### src/rtl/onehot_pkg.sv
`default_nettype none
// ============================================================================
// Module      : onehot_pkg
// Description : Shared defaults, index-width helper and status-flag encodings
//               for the one-hot encoder pipeline.
// Revision    : 1.0 - initial release
// ============================================================================
package onehot_pkg;

    localparam int DEFAULT_N = 4;

    // A 1-bit index is kept even for degenerate widths so ports never collapse.
    function automatic int idx_width(input int n);
        return (n <= 2) ? 1 : $clog2(n);
    endfunction

    typedef enum logic [1:0] {
        ERR_NONE  = 2'd0,
        ERR_ZERO  = 2'd1,
        ERR_MULTI = 2'd2
    } err_kind_e;

endpackage : onehot_pkg
`default_nettype wire

### src/rtl/onehot_prio_enc.sv
`default_nettype none
// ============================================================================
// Module      : onehot_prio_enc
// Description : Combinational LSB-priority encoder with any/multi flags.
// Revision    : 1.0 - initial release
// ============================================================================
module onehot_prio_enc
    import onehot_pkg::*;
#(
    parameter int N = DEFAULT_N,
    parameter int W = idx_width(N)
) (
    input  logic [N-1:0] vec,
    output logic [W-1:0] idx,
    output logic         any,
    output logic         multi
);

    logic [N-1:0] w_vec_dec;
    logic [N-1:0] w_rest;

    // Scanning from the top down lets the lowest set bit win.
    always_comb begin
        idx = '0;
        for (int i = N - 1; i >= 0; i--) begin
            if (vec[i]) begin
                idx = W'(i);
            end
        end
    end

    // Clearing the lowest set bit leaves something only if two or more were set.
    assign w_vec_dec = vec - N'(1);
    assign w_rest    = vec & w_vec_dec;
    assign any       = |vec;
    assign multi     = |w_rest;

endmodule : onehot_prio_enc
`default_nettype wire

### src/rtl/onehot_encoder_pipe.sv
`default_nettype none
// ============================================================================
// Module      : onehot_encoder_pipe
// Description : Registered one-hot to binary encoder with legality check,
//               saturating error counter and valid/ready output stage.
// Revision    : 1.0 - initial release
// ============================================================================
module onehot_encoder_pipe
    import onehot_pkg::*;
#(
    parameter int N    = DEFAULT_N,
    parameter int W    = idx_width(N),
    parameter int ERRW = 8
) (
    input  logic            clk,
    input  logic            rst,
    input  logic            in_valid,
    output logic            in_ready,
    input  logic [N-1:0]    in_vec,
    output logic            out_valid,
    input  logic            out_ready,
    output logic [W-1:0]    out_idx,
    output logic            out_err,
    output logic            out_zero,
    input  logic            err_clr,
    output logic [ERRW-1:0] err_count
);

    localparam logic [ERRW-1:0] C_ERR_MAX = '1;

    typedef enum logic [0:0] {
        S_EMPTY = 1'b0,
        S_FULL  = 1'b1
    } state_e;

    state_e          r_state;
    state_e          w_state_next;
    logic            w_accept;
    logic [N-1:0]    w_vec;
    logic [W-1:0]    w_idx;
    logic            w_any;
    logic            w_multi;
    logic            w_illegal;
    logic [W-1:0]    r_idx;
    logic            r_err;
    logic            r_zero;
    logic [ERRW-1:0] r_err_count;

    assign out_valid = (r_state == S_FULL);
    assign in_ready  = ~out_valid | out_ready;
    assign w_accept  = in_valid & in_ready;

    // Gating keeps an undriven in_vec out of every register when idle.
    assign w_vec     = w_accept ? in_vec : '0;
    assign w_illegal = w_accept & (~w_any | w_multi);

    onehot_prio_enc #(
        .N (N),
        .W (W)
    ) u_prio_enc (
        .vec   (w_vec),
        .idx   (w_idx),
        .any   (w_any),
        .multi (w_multi)
    );

    always_ff @(posedge clk) begin
        if (rst) begin
            r_state <= S_EMPTY;
        end else begin
            r_state <= w_state_next;
        end
    end

    always_comb begin
        w_state_next = r_state;
        case (r_state)
            S_EMPTY: if (w_accept)  w_state_next = S_FULL;
            S_FULL:  if (out_ready) w_state_next = w_accept ? S_FULL : S_EMPTY;
            default: w_state_next = S_EMPTY;
        endcase
    end

    always_ff @(posedge clk) begin
        if (rst) begin
            r_idx  <= '0;
            r_err  <= 1'b0;
            r_zero <= 1'b0;
        end else if (w_accept) begin
            r_idx  <= w_idx;
            r_err  <= ~w_any | w_multi;
            r_zero <= ~w_any;
        end
    end

    // A clear coinciding with an illegal accept still records that one error.
    always_ff @(posedge clk) begin
        if (rst) begin
            r_err_count <= '0;
        end else if (err_clr) begin
            r_err_count <= w_illegal ? ERRW'(1) : '0;
        end else if (w_illegal && (r_err_count != C_ERR_MAX)) begin
            r_err_count <= r_err_count + ERRW'(1);
        end
    end

    assign out_idx   = r_idx;
    assign out_err   = r_err;
    assign out_zero  = r_zero;
    assign err_count = r_err_count;

endmodule : onehot_encoder_pipe
`default_nettype wire

### config.mk
export PLATFORM = sky130hd
export DESIGN_NAME = onehot_encoder_pipe
export DESIGN_NICKNAME = d
export VERILOG_FILES = /design/src/rtl/onehot_pkg.sv /design/src/rtl/onehot_prio_enc.sv /design/src/rtl/onehot_encoder_pipe.sv
export SDC_FILE = /design/constraint.sdc
export NUM_CORES = 1
export LEC_CHECK = 0
export ABC_AREA = 1
export CAP_MARGIN = 30
export CORE_AREA = 2 2 50 52
export DETAILED_ROUTE_END_ITERATION = 8
export DIE_AREA = 0 0 52 54
export HOLD_SLACK_MARGIN = 0.15
export PLACE_DENSITY = 0.59
export SLEW_MARGIN = 20
export SYNTH_ARGS = -nofsm -noshare
export SYNTH_HDL_FRONTEND = slang
export SYNTH_HIERARCHICAL = 1
export SYNTH_SLANG_ARGS = --single-unit
### constraint.sdc
create_clock -name clk -period 3.7 [get_ports clk]
set_input_delay 0.74 -clock clk [delete_from_list [all_inputs] [get_ports clk]]
set_output_delay 0.74 -clock clk [all_outputs]
set_load 0.005 [all_outputs]
Word-level counts from Yosys, hierarchy flattened
Cells that the tools add are included.

Register bits: 13. Input bits: 9. Logic and storage cells: 30.

$add $sub $neg: 2. Eq/ne operators: 1. Muxes and demuxes: 11. Bitwise operators: 7. Reduce and logical (&&, ||, !) cells: 4.

Operator list (count): $mux 8 (2); $add 8x1->8 const B (1); $mux 2 (4); $ne 8x8->1 const B (1); $reduce_or 4->1 (2); $and 4x4->4 (1); $mux 4 (1); $sub 4x1->4 const B (1); $mux 1 (3); $and 1x1->1 (2); $not 1->1 (2); $or 1x1->1 (2); $pmux 1 s2 (1); $reduce_bool 2->1 (1); $logic_and 1x1->1 (1).

Logic depth before layout (Yosys ltp)
Gate-level depths: netlist of run 1.

Word-level depth: 12. Depth in mapped cells: 16.

Hierarchy
The synthesis of run 1 kept the hierarchy.

By module, submodules not included: onehot_encoder_pipe (times used 1, cells each 111, area an instance 730.7 sq um, sequential area each 260.2 sq um); onehot_prio_enc (times used 1, cells each 14, area an instance 60.1 sq um, sequential area each 0.0 sq um).

Worst setup path after synthesis of run 1
OpenSTA, ideal clock, no wires.

Kind: in2reg. Start point: in out_ready. End point: reg r_err_count[6], in the netlist err_count[6]. Library setup time: 109 ps. Arrival time: 2022 ps. Path slack: 1569 ps. Stages on the path: 16. Cells stage by stage: inv_1 -> nand2_4 -> nand2_4 -> nor2_1 -> nor2_2 -> nand2_1 -> nand2_1 -> inv_1 -> nor2_1 -> nor2_8 -> nand2_4 -> nand2_4 -> nand2_1 -> nand2_1 -> nand2_1 -> inv_1.

Cells in the longest elaborated chain, start to end: 10. Elaborated cells on any way between the ends: 12. Those cells by class: add/sub (1); mux (1); bitwise (6); reduce/logical (4).

RTL lines: start: declaration (RTL line onehot_encoder_pipe.sv:21) `input logic out_ready,`; $or 1x1->1 (*) (RTL line onehot_encoder_pipe.sv:50) `assign in_ready = ~out_valid | out_ready;`; net in_ready (RTL line onehot_encoder_pipe.sv:18) `output logic in_ready,`; $and 1x1->1 (*) (RTL line onehot_encoder_pipe.sv:51) `assign w_accept = in_valid & in_ready;`; $mux 4 (*) (RTL line onehot_encoder_pipe.sv:54) `assign w_vec = w_accept ? in_vec : '0;`; net w_vec[2] (RTL line onehot_encoder_pipe.sv:39) `logic [N-1:0] w_vec;`; $sub 4x1->4 (RTL line onehot_prio_enc.sv:33) `assign w_vec_dec = vec - N'(1);`; $and 4x4->4 (*) (RTL line onehot_prio_enc.sv:34) `assign w_rest = vec & w_vec_dec;`; $reduce_or 4->1 (*) (RTL line onehot_prio_enc.sv:36) `assign multi = |w_rest;`; net w_multi (RTL line onehot_encoder_pipe.sv:42) `logic w_multi;`; $or 1x1->1 (*) (RTL line onehot_encoder_pipe.sv:55) `assign w_illegal = w_accept & (~w_any | w_multi);`; $and 1x1->1 (*) (RTL line onehot_encoder_pipe.sv:55); $logic_and 1x1->1 (*) (RTL line onehot_encoder_pipe.sv:102) `end else if (w_illegal && (r_err_count != C_ERR_MAX)) begin`; $reduce_bool 2->1 (no source line) (*); end signal: assignment (RTL line onehot_encoder_pipe.sv:101) `r_err_count <= w_illegal ? ERRW'(1) : '0;`; end signal: assignment (RTL line onehot_encoder_pipe.sv:103) `r_err_count <= r_err_count + ERRW'(1);`; end: declaration (RTL line onehot_encoder_pipe.sv:47) `logic [ERRW-1:0] r_err_count;`.

Mark *: on every way through the listed nets, which the timed path passes. The rest lies on a longest branch. A chain may end at the register's enable or synchronous reset.

Final worst setup path of run 1
Start point: in out_ready. End point: out in_ready.

Cells in the longest elaborated chain, start to end: 1.

RTL lines (RTL line): $or 1x1->1 (onehot_encoder_pipe.sv:50); end: declaration (onehot_encoder_pipe.sv:18).

No other way between the ends.

==> impl_results.md, run 1 <==
* Clock sink count at 13
* Horiz. Die Dim at 52 µm
* Max Buffers Root-to-Sink at 2
* Final setup vio count at 0
* Endpoint class of the critical path: output port
* Final Wtd Congestion at 0.864
* Share of cells above drive strength 1 at 0.0993
* Fin crit share at 0.691
* HPWL after DPL at 1.33 mm
* Max Fanout on Critical Path at 3
* Final Non-Filler Cells at 181
* Mapped Cells at 125
* Switching Share at 0.273
* Initial core utilization at 0.341
* Critical path arrival at 1.82 ns
* Vias in the first global route at 671
* Die Footprint at 2810 µm²
* Total routed wirelength at 1.67 mm
* Slew HR at 0.773
* Worst Slack Setup Final at 1.14 ns
* HP Class: flip-flop to flip-flop
* Register area share after synthesis at 0.329
* Top-area cell type share of the netlist area at 0.329
* Worst Clk Skew at 0.00124 ns
* Post-Syn Area at 791 µm²
* # resized after CTS at 0
* Drt via density at 4.48
* Status: completed
* Yosys warns at 6
* Total CTS buffers at 3
* I/O pin cnt at 23
* Syn Area/Cell at 6.33 µm²
* NumNets Final at 162
* RSZ-0062 raised after global routing: no
* First-pass GRT wire length at 2.66 mm
* Placement Rows at 18
* Dpl ws at 0.995 ns
* Pin count of the biggest net entering global routing at 11
* CTS tree: yes
* Post-Syn Nets at 135
* Area Overhead vs Synth at 35.9%
* Drt wl/cell at 9.22 µm
* ANT cells at 0
* Post-synth cell types at 19
* Drt first pass iters at 4
* Kind of start point of the critical path: input port
* Worst slew pin tran at 0.339 ns
* Net switching power at 83.3 µW
* GR Overflow Total at 0
* FF/Latch Area at 260 µm²
* Inst Count DP at 177
* Fmax at 391 MHz
* Clk Tree Root Cell: clkbuf_4
* Combinational group share of total power at 0.223
* Top post-synthesis cells by area: dfxtp_1, nand2_1, inv_1
* Iter 0 DRT Violations at 16
* Setup TNS at 0 ns
* Critical path required time at 2.96 ns
* Port buffer count at 22
* Worst-path clk slew at 0.07 ns
* Pwr dens at 284 nW/µm²
* Post-CTS setup buffers at 0
* Worst vdd ir at 168 µV
* P_int at 222 µW
* Fin crit period at 2.56 ns
* Max-Cap Viols at 0
* CTS HTree Levels at 1
* Most common cell after layout, fill and taps aside: nand2_1
* Clock Power Share at 0.281
* Synth Register Bits at 13
* Core box area at 2320 µm²
* Fill cell instance count of the final layout at 236
* DRC at 0
* Die height at 54 µm
* Seq pwr share at 0.495
* Vias at 811
* Post-DRT Antenna Nets at 0
* Critical path type: input port to output port
* Post-CTS Hold Fix Bufs at 0
* Commonest non-fill, non-tap cells in the layout: nand2_1, clkdlybuf4s50_1, inv_1, nor2_1, dfxtp_1
* Total power at 305 µW
* Leak at 0.485 nW
* Total GRT Usage at 0.133
* Initial antenna violation count at 0
* Largest area contributor in the netlist: dfxtp_1
* Min Hold Slack at 0.476 ns
* Multi-input gate area at 448 µm²
* Insertion delay to the later sink of the worst-skew pair at 0.27 ns
* Fin. Hold Viols at 0
* Max-slew violations at 0
-- critical path: stages --
cell and delay, ns:
clkdlybuf4s50_1 0.45, inv_1 0.06, nand2_4 0.07, clkdlybuf4s50_1 0.50
-- power by group through the flow --
stage                     clock (mW)  sequential, mW  combinational (mW)
after floorplan                    0           0.154              0.0391
after global placement             0           0.154              0.0689
after detailed placement           0           0.154              0.0686
after CTS                     0.0905           0.151              0.0690
after global routing          0.0971           0.152              0.0768
final                         0.0858           0.151              0.0682
-- per-stage QoR --
step	util	cell area, µm²
finish	0.463	1070
global route	0.463	1070
CTS	0.463	1070
detailed placement	0.452	1050
global placement	0.452	1050
floorplan	-	791
-- cells by family after synthesis --
| logic type | share of synthesized area |
|---|---|
| and+or+nand+nor | 0.429 |
| buffers and inverters | 0.104 |
| AOI/OAI and AO/OA | 0.122 |
| DFF | 0.329 |
| adders and majority gates | 0.0158 |
-- state kept, by name (all words and copies together) (netlist names) --
| register | cells |
|---|---|
| err_count | 8 |
| out_idx | 2 |
| out_err | 1 |
| out_valid | 1 |
| out_zero | 1 |
-- final cells by class --
class                      count  share of cell area
multi-input combinational     90               0.417
sequential                    13               0.242
timing repair buffer          22               0.205
inverter                      22              0.0768
tap                           30              0.0349
clock buffer                   4              0.0244
-- layer usage --
metal  GRT usage  wire length [µm]  vias up
met4       0.105                51        0
met3      0.0167                56        5
met5           0                 0        -
met2       0.228               792       21
li1            -                 -      434
met1       0.149               768      351
-- cells in the mapped netlist, drive strengths merged --
| master | instances |
|---|---|
| nand2 | 38 |
| nand3 | 5 |
| nor2 | 24 |
| inv | 22 |
| a21oi | 11 |
| nand3b | 1 |
| dfxtp | 13 |
| or2 | 2 |
| o21bai | 1 |
| ha | 1 |
| o21ai | 6 |
| nor3 | 1 |
-- final timing paths --
check,from,to,slack (ns),depth (start not counted)
worst max-delay path,out_ready,in_ready,1.14,4
worst min register to register,out_err$_SDFFE_PP0N_,out_err$_SDFFE_PP0N_,0.48,2
worst max register to register,out_valid$_SDFF_PP0_,err_count[6]$_SDFFE_PP0P_,1.87,15
worst min-delay path,out_err$_SDFFE_PP0N_,out_err$_SDFFE_PP0N_,0.48,2
No activity file was read; power rests on OpenSTA's default activity.
==> inputs of run 2 (changes only) <==
--- a/config.mk
+++ b/config.mk
@@ -11,7 +11,7 @@
 export DETAILED_ROUTE_END_ITERATION = 8
 export DIE_AREA = 0 0 52 54
 export HOLD_SLACK_MARGIN = 0.15
-export PLACE_DENSITY = 0.59
+export PLACE_DENSITY = 0.61
 export SLEW_MARGIN = 20
 export SYNTH_ARGS = -nofsm -noshare
 export SYNTH_HDL_FRONTEND = slang
==> constraint.sdc (replaced) <==
create_clock -name clk -period 2.2 [get_ports clk]
set_input_delay 0.44 -clock clk [delete_from_list [all_inputs] [get_ports clk]]
set_output_delay 0.44 -clock clk [all_outputs]
set_load 0.005 [all_outputs]
==> impl_results.md, run 2 (synthesis results as in run 1) <==
* Drt via density at 4.53 (was 4.48)
* Total CTS buffers at 3 (unchanged)
* Worst-path clk slew at 0.08 ns (was 0.07 ns)
* Post-DRT Antenna Nets at 0 (unchanged)
* Final Wtd Congestion at 0.825 (was 0.864)
* Initial antenna violation count at 0 (unchanged)
* Horiz. Die Dim at 52 µm (unchanged)
* Setup TNS at 0 ns (unchanged)
* Placement Rows at 18 (unchanged)
* Insertion delay to the later sink of the worst-skew pair at 0.28 ns (was 0.27 ns)
* Vias in the first global route at 732 (was 671)
* ANT cells at 0 (unchanged)
* Clk Tree Root Cell: clkbuf_4 (unchanged)
* Most common cell after layout, fill and taps aside: nand2_1 (unchanged)
* Worst slew pin tran at 0.269 ns (was 0.339 ns)
* NumNets Final at 169 (was 162)
* Iter 0 DRT Violations at 10 (was 16)
* Inst Count DP at 184 (was 177)
* Max Fanout on Critical Path at 2 (was 3)
* Share of cells above drive strength 1 at 0.146 (was 0.0993)
* Slew HR at 0.820 (was 0.773)
* Die Footprint at 2810 µm² (unchanged)
* Area Overhead vs Synth at 42.9% (was 35.9%)
* Max-Cap Viols at 0 (unchanged)
* Pin count of the biggest net entering global routing at 9 (was 11)
* Core box area at 2320 µm² (unchanged)
* Max reg flops at 8 (unchanged)
* Post-CTS Hold Fix Bufs at 0 (unchanged)
* Worst Clk Skew at 0.00433 ns (was 0.00124 ns)
* Worst vdd ir at 278 µV (was 168 µV)
* I/O pin cnt at 23 (unchanged)
* DRC at 0 (unchanged)
* Commonest non-fill, non-tap cells in the layout: nand2_1, clkdlybuf4s50_1, inv_1, nor2_1, dfxtp_1 (unchanged)
* HP Class: flip-flop to flip-flop (unchanged)
* Drt wl/cell at 9.04 µm (was 9.22 µm)
* Max Buffers Root-to-Sink at 2 (unchanged)
* Vias at 851 (was 811)
* Final setup vio count at 0 (unchanged)
* Total GRT Usage at 0.140 (was 0.133)
* Final Non-Filler Cells at 188 (was 181)
* Fmax at 489 MHz
* RR Startpoint: out_valid$_SDFF_PP0_ (unchanged)
* Initial core utilization at 0.341 (unchanged)
* Setup slack, reg-to-reg at 0.52 ns (was 1.87 ns)
* RSZ-0062 raised after global routing: no (unchanged)
* GR Overflow Total at 0 (unchanged)
* Critical path type: input port to output port (unchanged)
* Critical path required time at 1.76 ns (was 2.96 ns)
* Worst R2R End: err_count[6]$_SDFFE_PP0P_ (unchanged)
* Status: completed (unchanged)
* Port buffer count at 22 (unchanged)
* HPWL after DPL at 1.35 mm (was 1.33 mm)
* Critical path arrival at 1.60 ns (was 1.82 ns)
* Total routed wirelength at 1.70 mm (was 1.67 mm)
* Fin crit period at 2.04 ns
* Die height at 54 µm (unchanged)
* Total power at 533 µW (was 305 µW)
* Drt first pass iters at 4 (unchanged)
* Reg2Reg Depth at 15 (unchanged)
* CTS tree: yes (unchanged)
* Max-slew violations at 0 (unchanged)
* Leak at 0.520 nW (was 0.485 nW)
* CTS HTree Levels at 1 (unchanged)
* Fin crit share at 0.929
* Fin. Hold Viols at 0 (unchanged)
* First-pass GRT wire length at 2.88 mm (was 2.66 mm)
* Clock sink count at 13 (unchanged)
* Pwr dens at 471 nW/µm² (was 284 nW/µm²)
* Endpoint class of the critical path: output port (unchanged)
* Kind of start point of the critical path: input port (unchanged)
* Critical path launch point: out_ready (unchanged)
* Worst setup endpoint: in_ready (unchanged)
## run 2: per-layer routing
layer  vias to the layer above  global-route usage  part of all wire
met1                       378               0.157              0.45
met3                         4              0.0167             0.028
met5                         -                   0                 0
met4                         0               0.101             0.024
met2                        15               0.245              0.49
li1                        454                   -                 -
## run 2: worst max-delay path: stages
cell             delay [ns]
clkdlybuf4s50_1        0.45
inv_1                  0.06
nand2_4                0.06
buf_4                  0.10
clkdlybuf4s50_1        0.49
## run 2: power by group
group	switching, mW	leakage (nW)	internal [mW]
registers	0.00798	0.106	0.246
logic	0.0615	0.398	0.0679
clock network	0.0792	0.0150	0.0703
## run 2: worst min-delay path by stage
stage / endpoint / from / slack [ns] / cells after the start
2_1_floorplan: out_err$_SDFFE_PP0N_ / out_err$_SDFFE_PP0N_ / 0.46 / 2
3_3_place_gp: out_err$_SDFFE_PP0N_ / out_err$_SDFFE_PP0N_ / 0.46 / 2
3_5_place_dp: out_err$_SDFFE_PP0N_ / out_err$_SDFFE_PP0N_ / 0.45 / 2
4_1_cts: out_err$_SDFFE_PP0N_ / out_err$_SDFFE_PP0N_ / 0.48 / 2
5_1_grt: err_count[2]$_SDFFE_PP0P_ / err_count[2]$_SDFFE_PP0P_ / 0.52 / 2
6_report: out_err$_SDFFE_PP0N_ / out_err$_SDFFE_PP0N_ / 0.47 / 2
## run 2: area by class of cell
class,instances,area [µm²]
sequential,13,260
inverter,22,82.6
multi-input combinational,90,450
fill,236,1190
timing repair buffer,29,273
tap,30,37.5
clock buffer,4,26.3
## run 2: what timing repair did
| action | in CTS | in global routing |
|---|---|---|
| endpoints found under the setup margin | 0 | 1 |
| setup buffers | 0 | 0 |
| resized for setup | 0 | 1 |
## run 2: through the flow
step | instance area, µm² | hold WS, ns | util | setup WS [ns]
final | 1130 | 0.474 | 0.487 | 0.155
after global routing | 1130 | 0.521 | 0.487 | 0.0890
after CTS | 1130 | 0.475 | 0.486 | 0.147
after detailed placement | 1100 | 0.454 | 0.475 | -0.141
after global placement | 1100 | 0.456 | 0.475 | -0.0909
after floorplan | 791 | 0.456 | - | 0.369
